**src/rtl/mux2_4_pkg.sv**
```systemverilog
// Shared defaults for the mux2_4_new slice: data width, counter width and the
// default data word type.
package mux2_4_pkg;

    localparam int WIDTH_DEF = 4;
    localparam int CNT_W_DEF = 8;

    typedef logic [WIDTH_DEF-1:0] data_t;

endpackage : mux2_4_pkg

```
**src/rtl/mux2_cell.sv**
```systemverilog
// Purely combinational WIDTH-bit 2:1 selector; an unknown select yields all-X
// in simulation so that a bad select propagates instead of being masked.
module mux2_cell
    import mux2_4_pkg::*;
#(
    parameter int WIDTH = WIDTH_DEF
) (
    input  logic [WIDTH-1:0] in0,
    input  logic [WIDTH-1:0] in1,
    input  logic             S,
    output logic [WIDTH-1:0] res
);

    always_comb begin
        res = 'x;
        case (S)
            1'b0:    res = in0;
            1'b1:    res = in1;
            default: res = 'x;
        endcase
    end

endmodule : mux2_cell

```
**src/rtl/mux2_4_new.sv**
```systemverilog
// 2:1 mux with a registered copy of the result and select, plus a saturating
// count of select transitions. en is a plain load enable, never a clock gate.
module mux2_4_new
    import mux2_4_pkg::*;
#(
    parameter int WIDTH = WIDTH_DEF,
    parameter int CNT_W = CNT_W_DEF
) (
    input  logic             clk,
    input  logic             rst_n,
    input  logic [WIDTH-1:0] in0,
    input  logic [WIDTH-1:0] in1,
    input  logic             S,
    input  logic             en,
    output logic [WIDTH-1:0] res,
    output logic [WIDTH-1:0] res_q,
    output logic             sel_q,
    output logic [CNT_W-1:0] toggle_cnt
);

    logic [WIDTH-1:0] res_d;
    logic [WIDTH-1:0] res_q_q;
    logic             sel_d;
    logic             sel_q_q;
    logic [CNT_W-1:0] cnt_d;
    logic [CNT_W-1:0] cnt_q;

    mux2_cell #(
        .WIDTH (WIDTH)
    ) u_cell (
        .in0 (in0),
        .in1 (in1),
        .S   (S),
        .res (res)
    );

    // Compare against the registered select, so the first S=1 after reset counts.
    always_comb begin
        res_d = res_q_q;
        sel_d = sel_q_q;
        cnt_d = cnt_q;
        if (en) begin
            res_d = res;
            sel_d = S;
            if ((S != sel_q_q) && (cnt_q != {CNT_W{1'b1}})) begin
                cnt_d = cnt_q + CNT_W'(1);
            end
        end
    end

    always_ff @(posedge clk or negedge rst_n) begin
        if (!rst_n) begin
            res_q_q <= '0;
            sel_q_q <= 1'b0;
            cnt_q   <= '0;
        end else begin
            res_q_q <= res_d;
            sel_q_q <= sel_d;
            cnt_q   <= cnt_d;
        end
    end

    assign res_q      = res_q_q;
    assign sel_q      = sel_q_q;
    assign toggle_cnt = cnt_q;

endmodule : mux2_4_new

```
**config.mk**
```make
export PLATFORM = sky130hd
export DESIGN_NAME = mux2_4_new
export DESIGN_NICKNAME = d
export VERILOG_FILES = /design/src/rtl/mux2_4_pkg.sv /design/src/rtl/mux2_cell.sv /design/src/rtl/mux2_4_new.sv
export SDC_FILE = /design/constraint.sdc
export NUM_CORES = 1
export LEC_CHECK = 0
export BUFFER_PORTS_ARGS = -buffer_cell sky130_fd_sc_hd__clkbuf_2
export CAP_MARGIN = 20
export CORE_MARGIN = 5
export CORE_UTILIZATION = 41
export DETAILED_ROUTE_END_ITERATION = 6
export PLACE_DENSITY = 0.74
export SETUP_SLACK_MARGIN = 0.5
export SYNTH_ARGS = -nofsm -noshare
export SYNTH_HDL_FRONTEND = slang
export SYNTH_HIERARCHICAL = 1
export SYNTH_SLANG_ARGS = --single-unit
```
**constraint.sdc**
```tcl
create_clock -name clk -period 1.4 [get_ports clk]
set_input_delay 0.28 -clock clk [delete_from_list [all_inputs] [get_ports clk]]
set_output_delay 0.28 -clock clk [all_outputs]
set_load 0.005 [all_outputs]
```
==> metrics.md <==
| Metric | Value |
|---|---|
| Setup WS post-layout | -0.0824 ns |
| Syn Inst Count | 53 |
| Row count | 14 |
| Die width | a little over 50 µm |
| Drt pass-1 iters | 4 |
| Ys Warns | 6 |
| Clock slew at reported path FFs | 0.08 ns |
| Fraction of registers with async set or reset after synthesis | 100% |
| Kind of critical path | reg -> reg |
| Area delta synth->final | 89.0% |
| Initial antenna violation count | 0 |
| Synth unique cells | 21 |
| First-pass GRT wire length | ~3.3 mm |
| Cell Area, Synth | 683 µm² |
| Syn Area/Cell | 12.9 µm² |
| Fin crit share | 106% |
| Seq cells post-synth | 13 |
| Die Ht | 50.8 µm |
| Post-Syn Nets | 66 |
| Reg2Reg Launch Point | toggle_cnt[0]$_DFFE_PN0P_ |
| Register area share after synthesis | 47.6% |
| Total power | 1850 µW |
| DP Wirelength | 1.24 mm |
| Multi-input logic area | 438 µm² |
| Sequential Area | 327 µm² |
| H-Tree Depth | 1 |
| Cells along the critical path | ha_4 -> nand4_1 -> o211ai_2 -> mux2_4 |
| RSZ-0062 raised after global routing | yes |
| Initial Util | 44.3% |
| Worst IR Drop VDD | between 1 and 1.5 mV |
| Hold WC Path Type | in -> reg |
| EDFF count, synth | 0 |
| Slew margin rel. | roughly 78% |
| Slowest stage delay, CP | 0.41 ns |
| CP Max Fanout | 3 |
| Crit path from | toggle_cnt[0]$_DFFE_PN0P_ |
| I/O Pins | 29 |
| Fill count | 79 |
| Least-Margin Pin Slew | around 0.34 ns |
| Pwr per Cell Area | 1430 mW/mm² |
| Endpoints failing hold | 0 |
| Share of layout cells above drive strength 1 | 71.7% |
| # Max-Cap Violations | 0 |
| DR DRC count | 0 |
| Layout Nets | 127 |
| Vias per cell | 5.35 |
| TritonCTS clock tree | done |
| Worst skew pair latency | around 0.28 ns |
| Leakage power | 0.000642 µW |
| Routed WL per cell | 17.8 µm |
| Clk root buf | clkbuf_4 |
| Port Buf Inserts | 28 |
| Hold Startpoint | S |
| Die Area | roughly 0.0026 mm² |
| Vias in the first global route | between 600 and 700 |
| Routed WL | between 2 and 2.5 mm |
| CP required | 1.56 ns |
| CP Launch Type | register |
| N_diodes | 0 |
| Min Tclk post-route | ~1.5 ns |
| Final slew viol count | 0 |
| Final ANT Viol Nets | 0 |
| Num CTS Buffers | 3 |
| # clock sinks | 13 |
| CP Data Arrival Time | between 1.5 and 2 ns |
| # setup viols final | 5 |
| Setup Slack @ Placement | -0.0835 ns |
| Top_reg_cell synth | dfrtp_1 |
| R2r setup slk | -0.08 ns |
| GRT Overall Usage | 16.9% |
| Status | finished with violations |
| GP Congestion | 0.783 |
| Via count | 690 |
| Initial DRC count | 16 |
| Max Fclk | 675 MHz |
| Maximum root-to-sink buffer count | 2 |
| Core area | 0.00154 mm² |
| Fin Clk Skew | 0.00678 ns |
| Largest net degree at the start of global routing | 14 |
| Worst setup EP type | register |
| Global route total overflow | 0 |
| Failing checks | negative setup slack |
| Slowest cell on crit path | dfrtp_1 |
==> final cells by class <==
cell class              instances  share of cell area, %
clock buffers                   4                   2.03
inverters                       2                  0.581
multi-input cells              37                   33.9
flip-flops and latches         13                   25.3
well taps                      16                   1.55
repair buffers                 57                   36.6
==> placed cells by master (no fill, tap or decap), types with 3 or more instances in the layout <==
master    instances
nand2_1           3
buf_4            15
buf_6            20
mux2_4           10
clkbuf_4          3
clkbuf_2         18
dfrtp_1          12
==> registers in the layout, indices dropped and copies added, names as in the netlist <==
signal	count
sel_q	1
toggle_cnt	8
res_q	4
==> routing by layer <==
| layer | wire length [µm] | GRT usage (%) |
|---|---|---|
| met4 | 68 | 8.94 |
| met2 | 1220 | 27.7 |
| met1 | 947 | 21.4 |
| met5 | 0 | 0 |
| met3 | 63 | 2.33 |
==> per-stage QoR <==
stage | setup TNS [ns] | hold WS, ns | cell area (µm²) | utilization [%] | cells
detailed placement | -0.155 | 0.195 | 931 | 60.4 | 104
finish | -0.220 | 0.377 | 1290 | 83.8 | 129
floorplan | -0.165 | -0.0156 | 722 | - | 53
global placement | -0.0431 | 0.191 | 931 | 60.4 | 104
CTS | -0.0360 | 0.358 | 1120 | 72.4 | 121
global route | -0.682 | 0.373 | 1290 | 83.8 | 129
==> worst max-delay path: cells and delay by family (launching register included) <==
| family | cells | cell delay, ns |
|---|---|---|
| flip-flops | 1 | 0.41 |
| multiplexers | 1 | 0.33 |
| adder cells (fa/ha/maj) | 1 | 0.16 |
| AND/OR/NAND/NOR | 1 | 0.18 |
| AO/OA/AOI/OAI | 1 | 0.28 |
==> path summary, 6_finish.rpt <==
kind,endpoint,depth (start not counted)
worst min-delay path,sel_q$_DFFE_PN0P_,3
worst max-delay path,toggle_cnt[1]$_DFFE_PN0P_,4
max in group asynchronous,sel_q$_DFFE_PN0P_,2
worst min register to register,res_q[3]$_DFFE_PN0P_,1
min in group asynchronous,toggle_cnt[0]$_DFFE_PN0P_,2
worst max register to register,toggle_cnt[1]$_DFFE_PN0P_,4
==> cell usage after synthesis (2+ instances only) <==
master    n  share of area (%)
dfrtp_1  13                 48
inv_1     2                1.1
mux2_1    7                 12
mux2_2    6                9.9
nand2_1   3                1.6
nand3_1   3                2.2
nand4_1   2                1.8
xnor2_1   4                5.1
==> cell families after synthesis <==
logic type               share of synthesized area, %
multiplexers                                     21.4
AND/OR/NAND/NOR                                  11.7
flip-flops                                       47.6
AO/OA/AOI/OAI                                    7.14
XOR/XNOR                                         7.51
buffers and inverters                            2.75
adder cells (fa/ha/maj)                          1.83
==> repair_timing <==
action | CTS | global route
hold buffers | 1 | 0
pin swaps | 6 | 8
buffers inserted | 12 | 8
gates resized for setup | 13 | 22
endpoints found under the setup margin | 29 | 29
hold endpoints to repair | 13 | 0
==> where the power goes <==
part / internal [µW] / switching [µW] / leakage, µW
combinational: 662 / 356 / 0.000472
clock: 111 / 125 / 0.0000150
sequential: 479 / 120 / 0.000155
total: 1250 / 601 / 0.000642
No activity file was read; power rests on OpenSTA's default activity.
